[src/rtl/mist_io_pkg.sv]
// Shared command bytes and upload-FSM state encoding for the host I/O blocks.
package mist_io_pkg;
    localparam logic [7:0] MIST_CMD_RX     = 8'h60;
    localparam logic [7:0] MIST_CMD_RX_DAT = 8'h61;
    localparam logic [7:0] MIST_CMD_INDEX  = 8'h55;

    typedef enum logic [1:0] {
        ST_CMD       = 2'd0,
        ST_PARAM_RX  = 2'd1,
        ST_PARAM_IDX = 2'd2,
        ST_STREAM    = 2'd3
    } up_state_t;
endpackage

[src/rtl/spi_sync_edge.sv]
// Two-flop synchronisers for SCK/SS/MOSI plus SCK edge detect; edges are 2-3 clk behind the pins.
// No backpressure: one-cycle edge pulses, SCK must stay at or below clk_sys/4.
module spi_sync_edge (
    input  logic clk_sys,
    input  logic reset_n,
    input  logic spi_sck,
    input  logic spi_ss,
    input  logic spi_di,
    output logic sck_rise,
    output logic sck_fall,
    output logic ss_s,
    output logic di_s
);
    logic sck_meta_q, sck_sync_q, sck_prev_q;
    logic ss_meta_q, ss_sync_q;
    logic di_meta_q, di_sync_q;

    // Chip select resets high so the block starts deselected.
    always_ff @(posedge clk_sys or negedge reset_n) begin
        if (!reset_n) begin
            sck_meta_q <= 1'b0;
            sck_sync_q <= 1'b0;
            sck_prev_q <= 1'b0;
            ss_meta_q  <= 1'b1;
            ss_sync_q  <= 1'b1;
            di_meta_q  <= 1'b0;
            di_sync_q  <= 1'b0;
        end else begin
            sck_meta_q <= spi_sck;
            sck_sync_q <= sck_meta_q;
            sck_prev_q <= sck_sync_q;
            ss_meta_q  <= spi_ss;
            ss_sync_q  <= ss_meta_q;
            di_meta_q  <= spi_di;
            di_sync_q  <= di_meta_q;
        end
    end

    assign sck_rise = sck_sync_q & ~sck_prev_q;
    assign sck_fall = ~sck_sync_q & sck_prev_q;
    assign ss_s     = ss_sync_q;
    assign di_s     = di_sync_q;
endmodule

[src/rtl/spi_upload.sv]
// Streams host-selected memory out on MISO: command decode, one-byte prefetch buffer, MSB-first shifter.
// A fetch issues 1 clk after each byte load, one toggle fetch outstanding; late data shifts stale and sets underrun.
module spi_upload
    import mist_io_pkg::*;
#(
    parameter int unsigned AW         = 25,
    parameter logic [7:0]  CMD_RX     = MIST_CMD_RX,
    parameter logic [7:0]  CMD_RX_DAT = MIST_CMD_RX_DAT,
    parameter logic [7:0]  CMD_INDEX  = MIST_CMD_INDEX
) (
    input  logic          clk_sys,
    input  logic          reset_n,
    input  logic          SPI_SCK,
    input  logic          SPI_SS2,
    input  logic          SPI_DI,
    output logic          SPI_DO,
    output logic          ioctl_upload,
    output logic [7:0]    ioctl_index,
    output logic [AW-1:0] ioctl_addr,
    output logic          mem_req,
    input  logic          mem_ack,
    input  logic [7:0]    ioctl_din,
    output logic          underrun
);
    logic sck_rise, sck_fall, ss_s, di_s;

    spi_sync_edge u_sync (
        .clk_sys  (clk_sys),
        .reset_n  (reset_n),
        .spi_sck  (SPI_SCK),
        .spi_ss   (SPI_SS2),
        .spi_di   (SPI_DI),
        .sck_rise (sck_rise),
        .sck_fall (sck_fall),
        .ss_s     (ss_s),
        .di_s     (di_s)
    );

    up_state_t     state_q, state_d;
    logic          cmd_done_q, cmd_done_d;
    logic [2:0]    bit_cnt_q, bit_cnt_d;
    logic [6:0]    rx_sr_q, rx_sr_d;
    logic [7:0]    tx_sr_q, tx_sr_d;
    logic [7:0]    buf_q, buf_d;
    logic          buf_vld_q, buf_vld_d;
    logic          upload_q, upload_d;
    logic [7:0]    index_q, index_d;
    logic [AW-1:0] addr_q, addr_d;
    logic          req_q, req_d;
    logic          busy_q, busy_d;
    logic          want_q, want_d;
    logic          underrun_q, underrun_d;

    logic          fetch_done;
    logic [7:0]    rx_byte;

    assign fetch_done = busy_q && (mem_ack == req_q);
    assign rx_byte    = {rx_sr_q, di_s};

    always_comb begin
        state_d    = state_q;
        cmd_done_d = cmd_done_q;
        bit_cnt_d  = bit_cnt_q;
        rx_sr_d    = rx_sr_q;
        tx_sr_d    = tx_sr_q;
        buf_d      = buf_q;
        buf_vld_d  = buf_vld_q;
        upload_d   = upload_q;
        index_d    = index_q;
        addr_d     = addr_q;
        req_d      = req_q;
        busy_d     = busy_q;
        want_d     = want_q;
        underrun_d = underrun_q;

        if (fetch_done) begin
            buf_d     = ioctl_din;
            buf_vld_d = 1'b1;
            busy_d    = 1'b0;
        end
        // A queued fetch leaves as soon as the previous one has been acknowledged.
        if (want_q && (mem_ack == req_q)) begin
            req_d  = ~req_q;
            busy_d = 1'b1;
            want_d = 1'b0;
        end

        if (ss_s) begin
            bit_cnt_d  = 3'd0;
            state_d    = ST_CMD;
            cmd_done_d = 1'b0;
            tx_sr_d    = 8'h00;
        end else if (sck_rise) begin
            rx_sr_d   = {rx_sr_q[5:0], di_s};
            bit_cnt_d = bit_cnt_q + 3'd1;
            if (bit_cnt_q == 3'd7) begin
                case (state_q)
                    ST_CMD: begin
                        if (!cmd_done_q) begin
                            cmd_done_d = 1'b1;
                            if (rx_byte == CMD_RX)
                                state_d = ST_PARAM_RX;
                            else if (rx_byte == CMD_INDEX)
                                state_d = ST_PARAM_IDX;
                            else if (rx_byte == CMD_RX_DAT && upload_q)
                                state_d = ST_STREAM;
                        end
                    end
                    ST_PARAM_IDX: begin
                        index_d = rx_byte;
                        state_d = ST_CMD;
                    end
                    ST_PARAM_RX: begin
                        state_d = ST_CMD;
                        if (rx_byte != 8'h00) begin
                            upload_d   = 1'b1;
                            addr_d     = '0;
                            underrun_d = 1'b0;
                            buf_vld_d  = 1'b0;
                            want_d     = 1'b1;
                        end else begin
                            upload_d = 1'b0;
                        end
                    end
                    default: ;
                endcase
            end
        end else if (sck_fall && state_q == ST_STREAM) begin
            if (bit_cnt_q == 3'd0) begin
                // Data landing this very cycle beats the stale buffer.
                tx_sr_d = fetch_done ? ioctl_din : buf_q;
                if (!buf_vld_q && !fetch_done)
                    underrun_d = 1'b1;
                buf_vld_d = 1'b0;
                addr_d    = addr_q + AW'(1);
                want_d    = 1'b1;
            end else begin
                tx_sr_d = {tx_sr_q[6:0], 1'b0};
            end
        end
    end

    always_ff @(posedge clk_sys or negedge reset_n) begin
        if (!reset_n) begin
            state_q    <= ST_CMD;
            cmd_done_q <= 1'b0;
            bit_cnt_q  <= 3'd0;
            rx_sr_q    <= 7'd0;
            tx_sr_q    <= 8'h00;
            buf_q      <= 8'h00;
            buf_vld_q  <= 1'b0;
            upload_q   <= 1'b0;
            index_q    <= 8'h00;
            addr_q     <= '0;
            req_q      <= 1'b0;
            busy_q     <= 1'b0;
            want_q     <= 1'b0;
            underrun_q <= 1'b0;
        end else begin
            state_q    <= state_d;
            cmd_done_q <= cmd_done_d;
            bit_cnt_q  <= bit_cnt_d;
            rx_sr_q    <= rx_sr_d;
            tx_sr_q    <= tx_sr_d;
            buf_q      <= buf_d;
            buf_vld_q  <= buf_vld_d;
            upload_q   <= upload_d;
            index_q    <= index_d;
            addr_q     <= addr_d;
            req_q      <= req_d;
            busy_q     <= busy_d;
            want_q     <= want_d;
            underrun_q <= underrun_d;
        end
    end

    assign SPI_DO       = tx_sr_q[7];
    assign ioctl_upload = upload_q;
    assign ioctl_index  = index_q;
    assign ioctl_addr   = addr_q;
    assign mem_req      = req_q;
    assign underrun     = underrun_q;
endmodule

[config.mk]
export PLATFORM = sky130hd
export DESIGN_NAME = spi_upload
export DESIGN_NICKNAME = d
export VERILOG_FILES = /design/src/rtl/mist_io_pkg.sv /design/src/rtl/spi_sync_edge.sv /design/src/rtl/spi_upload.sv
export SDC_FILE = /design/constraint.sdc
export NUM_CORES = 1
export LEC_CHECK = 0
export CAP_MARGIN = 25
export CORE_MARGIN = 1
export CORE_UTILIZATION = 35
export CTS_CLUSTER_DIAMETER = 150
export DETAILED_ROUTE_END_ITERATION = 16
export MAX_ROUTING_LAYER = met4
export SYNTH_ARGS = -nofsm -noshare
export SYNTH_HDL_FRONTEND = slang
export SYNTH_HIERARCHICAL = 1
export SYNTH_SLANG_ARGS = --single-unit
export TNS_END_PERCENT = 1
[constraint.sdc]
create_clock -name clk_sys -period 3.1 [get_ports clk_sys]
set_clock_uncertainty 0.2 [all_clocks]
set_input_delay 0.93 -clock clk_sys [delete_from_list [all_inputs] [get_ports clk_sys]]
set_output_delay 0.93 -clock clk_sys [all_outputs]
set_load 0.02 [all_outputs]
=== After elaboration in Yosys (flattened, before gate mapping) ===
Cells that the tools add are included.
W data, S select, Z words.

* Muxes and demuxes: 51
* Bitwise gates (word level): 6
* Equality and inequality tests: 14
* Reductions and logical operators: 28
* Add/subtract/negate cells: 2

{| class="wikitable"
|+ Operators by type and width
! cell !! number
|-
| $mux W25 || 6
|-
| $mux W8 || 5
|-
| $mux W1 || 30
|-
| $add A25 B1 Y25 const B || 1
|-
| $eq A8 B7 Y1 const B || 3
|-
| $reduce_bool A2 Y1 || 8
|-
| $mux W2 || 7
|-
| $ne A2 B1 Y1 const B || 4
|-
| $reduce_and A4 Y1 || 2
|-
| $reduce_bool A8 Y1 || 1
|-
| $reduce_and A7 Y1 || 1
|-
| $mux W3 || 2
|-
| $reduce_and A6 Y1 || 1
|-
| $logic_and A1 B1 Y1 || 5
|-
| $ne A5 B4 Y1 const B || 1
|-
| $reduce_and A5 Y1 || 1
|-
| $eq A2 B2 Y1 const B || 2
|-
| $not A1 Y1 || 4
|-
| $pmux W2 S2 || 1
|-
| $reduce_and A2 Y1 || 2
|-
| $add A3 B1 Y3 const B || 1
|-
| $eq A3 B3 Y1 const B || 1
|-
| $logic_not A3 Y1 || 1
|-
| $ne A3 B2 Y1 const B || 1
|-
| other kinds (8) || 10
|}

* Input port bits: 14
* Bits in registers: 75
* Output and inout bits: 37

=== Depth between registers and ports, before layout ===
Gate-level depths: netlist of the first run.

* Depth after elaboration: 10
* Gate-level depth with buffers: 11

=== By module ===
The synthesis of the first run kept the hierarchy.

{| class="wikitable"
|+ By module, submodules not included
! module !! area an instance (um2) !! instances !! cells each
|-
| spi_upload || 3502.1 || 1 || 317
|-
| spi_sync_edge || 192.7 || 1 || 9
|}

=== Least setup slack after synthesis of the first run ===
Ideal clock, no wire load.

* Path type: input to register
* Start: input port mem_ack
* End: register tx_sr_q[0]
* Path buffers: 0
* Setup slack: 0.771 ns
* Cell stages on the path: 4
* Data required time: 2.778 ns
* Data arrival time: 2.007 ns
* Cell sequence: xnor2_1 -> nand2_1 -> mux2_2 -> a32o_1

* Cells in the longest elaborated chain, start to end: 7

{| class="wikitable"
|+ Ends and longest elaborated chain
! element !! line !! RTL
|-
| start: declaration || spi_upload.sv:21 || <nowiki>input logic mem_ack,</nowiki>
|-
| $eq A1 B1 Y1 || spi_upload.sv:57 || <nowiki>assign fetch_done = busy_q && (mem_ack == req_q);</nowiki>
|-
| $logic_and A1 B1 Y1 || spi_upload.sv:57 ||
|-
| $mux W8 || - ||
|-
| $mux W8 || spi_upload.sv:129 || <nowiki>if (bit_cnt_q == 3'd0) begin</nowiki>
|-
| $mux W8 || spi_upload.sv:128 || <nowiki>end else if (sck_fall && state_q == ST_STREAM) begin</nowiki>
|-
| $mux W8 || spi_upload.sv:93 || <nowiki>end else if (sck_rise) begin</nowiki>
|-
| $mux W8 || spi_upload.sv:88 || <nowiki>if (ss_s) begin</nowiki>
|-
| end signal: assignment || spi_upload.sv:164 || <nowiki>tx_sr_q <= tx_sr_d;</nowiki>
|-
| end: declaration || spi_upload.sv:43 || <nowiki>logic [7:0] tx_sr_q, tx_sr_d;</nowiki>
|}

No other way between the ends. The select of a mux whose other input is x is not followed.
A chain may end at the register's enable or synchronous reset.

=== Worst setup path in the final report of the first run ===
* Start: register addr_q[12] (netlist: ioctl_addr[12])
* End: output port ioctl_addr[12]

{| class="wikitable"
|+ RTL lines
! element !! line !! RTL
|-
| start: declaration || spi_upload.sv:48 || <nowiki>logic [AW-1:0] addr_q, addr_d;</nowiki>
|-
| start signal: assignment || spi_upload.sv:169 || <nowiki>addr_q <= addr_d;</nowiki>
|-
| end: declaration || spi_upload.sv:19 || <nowiki>output logic [AW-1:0] ioctl_addr,</nowiki>
|}

No word-level cell between the ends.

==> results of run 1 <==
cell usage in the layout (no fill, tap or decap), types with 5 or more instances in the layout:
cell / n
dfrtp_1: 73
clkdlybuf4s50_1: 49
nand2_1: 19
nor2_1: 19
mux2_2: 18
a21oi_1: 18
inv_1: 17
nand3_1: 12
buf_4: 12
mux2i_1: 10
clkbuf_8: 9
xnor2_1: 8
nor4_2: 8
o21ai_0: 8
a21o_1: 8
ha_1: 8
o21ai_1: 7
nor4_1: 6
nand4_1: 6
and2_1: 6
a31oi_1: 6
and3_1: 5
a311o_1: 5
metal layers:
layer | up-vias | part of all wire (%)
li1 | 1314 | -
met1 | 1335 | 48
met2 | 51 | 47
met3 | 9 | 3.7
met4 | 0 | 1.3
met5 | - | 0
power breakdown:
group	switching, W	internal (W)	leakage [nW]	total (W)
logic	0.000225	0.000203	0.934	0.000428
registers	0.000113	0.00111	0.990	0.00123
clock network	0.000371	0.000372	0.0885	0.000743
total	0.000708	0.00169	2.01	0.00240
metrics by stage:
stage | area [sq um] | utilization [%] | cells
after CTS | 4560 | 44.3 | 526
after global placement | 4360 | 42.5 | 510
final | 4560 | 44.3 | 526
after floorplan | 3690 | - | 326
after global routing | 4560 | 44.3 | 526
after detailed placement | 4360 | 42.5 | 510
worst paths after layout:
kind                                         from                 to  cells past startpoint
worst max-delay path               ioctl_addr[12]     ioctl_addr[12]                      1
worst min-delay path            u_sync/sck_meta_q  u_sync/sck_sync_q                      0
worst max register to register  u_sync/sck_sync_q      ioctl_addr[8]                      6
worst min register to register  u_sync/sck_meta_q  u_sync/sck_sync_q                      0
max in group asynchronous                 reset_n        u_sync/ss_s                      2
min in group asynchronous                 reset_n     ioctl_index[4]                      2
synth_stat cells, drive strengths merged, types with 2 or more instances:
cell | n | area share [%]
o21a | 3 | 0.61
a311o | 5 | 1.4
o21ai | 15 | 2.0
and2 | 6 | 1.0
dfstp | 2 | 1.4
dfrtp | 73 | 49
a31oi | 6 | 1.0
xnor2 | 8 | 1.9
o41ai | 3 | 1.1
ha | 8 | 2.7
nor4b | 2 | 0.88
mux2 | 18 | 5.5
nor2b | 3 | 0.71
o311ai | 2 | 0.47
buf | 9 | 2.4
mux2i | 10 | 2.7
nand3 | 13 | 2.1
nor3 | 5 | 0.81
clkbuf | 6 | 0.61
or4 | 2 | 0.51
a21oi | 18 | 2.4
and4 | 3 | 0.71
nand2 | 19 | 1.9
nor4 | 14 | 3.7
inv | 17 | 1.7
and3 | 5 | 0.85
nand4 | 6 | 1.0
nor2 | 20 | 2.1
a32o | 2 | 0.54
a21o | 8 | 1.6
flip-flops by register name, summed over array words and instances (netlist names), 2 cells and up:
name,cells
bit_cnt_q,3
buf_q,8
ioctl_addr,25
ioctl_index,8
rx_sr_q,7
state_q,2
tx_sr_q,8
cell families (layout without fill, tap and decap cells):
| logic type | after synthesis | in the layout | share of synthesized area, % |
|---|---|---|---|
| muxes | 28 | 28 | 8.20 |
| DFF | 75 | 75 | 50.9 |
| adders and majority gates | 8 | 8 | 2.71 |
| AOI/OAI and AO/OA | 69 | 69 | 13.4 |
| and+or+nand+nor | 106 | 106 | 18.2 |
| buffers and inverters | 32 | 96 | 4.71 |
| xor gates and xnor gates | 8 | 8 | 1.90 |
final cells by class:
type / instances / area, sq um
clock inverter: 6 / 66.3
sequential: 75 / 1880
tap: 136 / 170
fill: 1014 / 5720
multi-input combinational: 219 / 1640
clock buffer: 10 / 128
inverter: 17 / 63.8
timing repair buffer: 63 / 606
==> results by group, run 1 <==
Status
  • Status: completed

Layout
  • Antenna Cells: 0
  • Layout cells sized above 1: between 15 and 20%
  • Area delta synth->final: 23.3%
  • Nets: between 400 and 500

Die
  • Vert. Die Dim: about 100 um
  • Placeable Area: between 10000 and 15000 sq um
  • Rows: 37
  • Die Width: approximately 100 um
  • Initial Utilization: between 30 and 40%
  • I/O pin count: roughly 50
  • Die area: 11000 sq um

Yosys
  • Synth Instances: approximately 330
  • Avg Inst Size Synth: approximately 11 sq um
  • Post-Syn Nets: roughly 350
  • YS warnings: 6
  • Share of the yosys chip area belonging to registers: approximately half
  • Synth async-reset ratio: between 90% and 100%
  • Mapped Area: 3690 sq um
  • Post-synth EDFFs: 0
  • #FFs+latches synth: 75
  • Unique cell type count in the Yosys netlist: between 50 and 60
  • Main synth FF type: dfrtp_1

Clock network
  • CTS tree: yes
  • Clk slew on worst S/H paths: around 0.080 ns
  • Clk buf depth: 2
  • CTS H-tree depth: 3
  • Clock Tree Root: clkbuf_8
  • Clock latency at the later pin of the worst-skew pair: 0.35 ns
  • Post-CTS Hold Fix Bufs: 0
  • Post-cts sizing count: 0
  • CTS Sinks: between 70 and 80
  • Total CTS buffers: 9
  • Post-CTS setup buffer count: 0

STA
  • Fin crit share: between 80% and 90%
  • RSZ-0062 raised after global routing: no
  • Final setup vio count: 0
  • Relative slew slack: approximately 64%
  • Final setup margin: around 0.46 ns
  • Final hold violations: 0
  • Post-Route Hold Slack: around 0.15 ns
  • F_max: between 300 and 400 MHz
  • Fin Setup TNS: 0 ns
  • Post-layout minimum cycle time: about 2.6 ns
  • Worst slew pin tran: between 0.5 and 0.6 ns
  • Max-slew violation count: 0

Power and ir drop
  • VDD IR max: between 0.15 and 0.2 mV
  • Power Dens Cells: 526 nW/um^2
  • Post-layout total power: around 0.0024 W
  • Static Leak: 2.01 nW

Critical path
  • Crit-path max cell delay: 0.66 ns
  • Startpoint Class: register
  • CP arrival: 1.51 ns
  • CP max FO: 9
  • CP Capture Type: primary output
  • CP delay by family, top: buffers and inverters
  • Buf+Inv Stages, Crit Path: 1
  • R2R setup slack: around 0.60 ns
  • Critical Path RT: about 2.0 ns
  • Worst Path Class, Setup: register to primary output
  • CP cell instances: clkdlybuf4s50_1
  • Critical path's slowest cell: clkdlybuf4s50_1

Place
  • Hpwl dp: roughly 5.2 mm
  • I/O Buffers: 50
  • Pre-CTS setup slack: ~0.20 ns
  • Gp weighted congestion: 0.810

Route
  • Antenna-violating nets left: 0
  • Via density per instance: 5.15
  • DRC Markers: 0
  • Drt pass-1 iters: 4
  • Via count: between 2000 and 3000
  • Routed WL: about 7.6 mm
  • First DRT Iteration DRCs: 116
  • Wire per inst: between 10 and 15 um

Min path
  • HP Class: register to register

GRT
  • Gr busiest metal: met2
  • Grt met1 use: between 15 and 20%
  • All-Layer GR Usage: roughly 16%
  • Vias in the first global route: between 2000 and 3000
  • Total gr overflow: 0
  • Initial antenna violation count: 0
  • GR met3 Demand/Resource: between 4 and 5%
  • M2 GR Usage: 24.6%
  • Pin count of the biggest net entering global routing: between 70 and 80
  • First-pass GRT wire length: 13.3 mm

Flow run
  • Number of max-cap violations: 0
No activity file was read; power rests on OpenSTA's default activity.
==> run 2: changes to the inputs <==
Settings changed: CAP_MARGIN 25 to 20, CORE_ASPECT_RATIO set to 2.
==> results by group, run 2 (synthesis gave the netlist of run 1 again) <==
Power and ir drop
  • Power share of the sequential group: a little under half
  • Static Leak: about 2.1 nW
  • Power Dens Cells: 573 nW/um^2
  • Sw Ratio: around 27%
  • Comb power frac: 16.1%
  • Clock share of power: between 30% and 40%
  • P_int: 0.00195 W
  • P_sw: 0.000733 W
  • VDD IR max: roughly 0.28 mV

Die
  • I/O pin count: 51
  • Placeable Area: 10200 sq um
  • Initial Utilization: a little over a third
  • Die Width: between 70 and 80 um
  • Die area: 11000 sq um
  • Vert. Die Dim: approximately 150 um
  • Rows: 52

GRT
  • Pin count of the biggest net entering global routing: 49
  • First-pass GRT wire length: around 14 mm
  • Initial antenna violation count: 0
  • Total gr overflow: 0
  • All-Layer GR Usage: between 10% and 20%
  • Vias in the first global route: 2881

Critical path
  • R2R setup slack: about 0.58 ns
  • Critical path's slowest cell: clkdlybuf4s50_1
  • Worst Path Class, Setup: register to primary output
  • Worst path depth: 1
  • Worst Reg-to-Reg Cells: 6
  • Buf+Inv Stages, Crit Path: 1
  • Critical Path RT: about 2 ns
  • Critical Path Source: ioctl_addr[3]
  • Beginning of the worst register-to-register path: u_sync/sck_sync_q
  • Crit-path max cell delay: about 0.66 ns
  • CP Capture Type: primary output
  • CP cell instances: clkdlybuf4s50_1
  • CP arrival: ~1.5 ns
  • Startpoint Class: register
  • R2r endpoint: ioctl_addr[8]
  • Critical Path Sink: ioctl_addr[3]
  • CP delay by family, top: buffers and inverters
  • CP max FO: 7

Route
  • Antenna-violating nets left: 0
  • Via density per instance: roughly 5.3
  • First DRT Iteration DRCs: 151
  • Via count: 2785
  • DRC Markers: 0
  • Routed WL: about 8.2 mm
  • Wire per inst: roughly 16 um
  • Drt pass-1 iters: 4

Flow run
  • Number of max-cap violations: 0

STA
  • Fin Setup TNS: 0 ns
  • RSZ-0062 raised after global routing: no
  • Final hold violations: 0
  • Fin crit share: between 80% and 90%
  • Worst slew pin tran: about 0.68 ns
  • Final setup margin: between 0.4 and 0.5 ns
  • F_max: 383 MHz
  • Relative slew slack: approximately 54%
  • Max-slew violation count: 0
  • Post-layout minimum cycle time: 2.61 ns
  • Final setup vio count: 0

Clock network
  • Clock latency at the later pin of the worst-skew pair: around 0.33 ns
  • Post-CTS Hold Fix Bufs: 0
  • Clk slew on worst S/H paths: 0.06 ns
  • CTS tree: yes
  • Clock Tree Root: clkbuf_16
  • Post-CTS setup buffer count: 0
  • Total CTS buffers: 9
  • Post-cts sizing count: 0
  • CTS Sinks: 75
  • CTS H-tree depth: 3
  • Clk buf depth: 2

Place
  • Gp weighted congestion: approximately 0.80
  • Placed inst area: 4380 sq um
  • Pre-CTS setup slack: about 0.26 ns
  • I/O Buffers: 50
  • Hpwl dp: between 5 and 6 mm

Status
  • Status: completed

Layout
  • Nets: just over 400
  • Largest register FFs: 25
  • Finished Cell Area: 4680 sq um
  • Fill cells: between 900 and 1000
  • Antenna Cells: 0
  • Layout cells sized above 1: 18.9%
  • Most frequent cells in the layout: dfrtp_1 (73), clkdlybuf4s50_1 (49), nand2_1 (19), nor2_1 (19)
  • Register area: approximately 1900 sq um
  • Area delta synth->final: 26.7%
  • Area of the multi-input gates: around 1600 sq um
  • Commonest non-fill, non-tap cell in the layout: dfrtp_1

Min path
  • HP Class: register to register
[run 2: changes by cell type in the layout (fill, tap and decap cells not counted)]
cell	previous run	this run
clkbuf_8	9	4
clkinv_4	1	0
clkbuf_1	1	0
clkinvlp_4	3	2
buf_4	12	15
bufinv_16	1	0
clkbuf_16	0	9
buf_2	1	0
[run 2: layout make-up]
class	instances	area share [%]
Tap cell	135	3.61
Clock inverter	3	0.428
Timing Repair Buffer	65	13.3
Sequential cell	75	40.2
Inverter	17	1.36
Multi-Input combinational cell	219	35.1
Clock buffer	13	5.99
[run 2: layer usage]
layer	up-vias	part of all wire, %	wire length [um]	GRT usage, %
met5	-	0	0	-
met4	0	3.1	253	9.53
met3	22	3.2	260	3.22
met2	64	56	4600	29.5
met1	1386	38	3130	18.9
li1	1313	-	-	-
[run 2: worst min-delay path by stage]
stage | endpoint | cells past startpoint | startpoint | slack (ns)
finish | u_sync/sck_sync_q | 0 | u_sync/sck_meta_q | 0.15
global placement | u_sync/di_s | 0 | u_sync/di_meta_q | 0.13
detailed placement | u_sync/sck_sync_q | 0 | u_sync/sck_meta_q | 0.14
CTS | u_sync/sck_sync_q | 0 | u_sync/sck_meta_q | 0.15
floorplan | u_sync/di_s | 0 | u_sync/di_meta_q | 0.13
global route | u_sync/sck_sync_q | 0 | u_sync/sck_meta_q | 0.15
[run 2: power by group through the flow]
stage / registers (W) / clock network, W / logic (W)
after floorplan: 0.00123 / 0 / 0.000278
after global placement: 0.00124 / 0 / 0.000428
after detailed placement: 0.00124 / 0 / 0.000440
after CTS: 0.00123 / 0.00105 / 0.000441
after global routing: 0.00125 / 0.00108 / 0.000489
final: 0.00123 / 0.00102 / 0.000431
[run 2: through the flow]
stage	total power, W	utilization [%]	std cells	hold WS, ns
detailed placement	0.00168	42.9	511	0.138
CTS	0.00272	45.8	527	0.152
global route	0.00283	45.8	527	0.153
finish	0.00268	45.8	527	0.150
floorplan	0.00151	-	326	0.131
global placement	0.00167	42.9	511	0.132
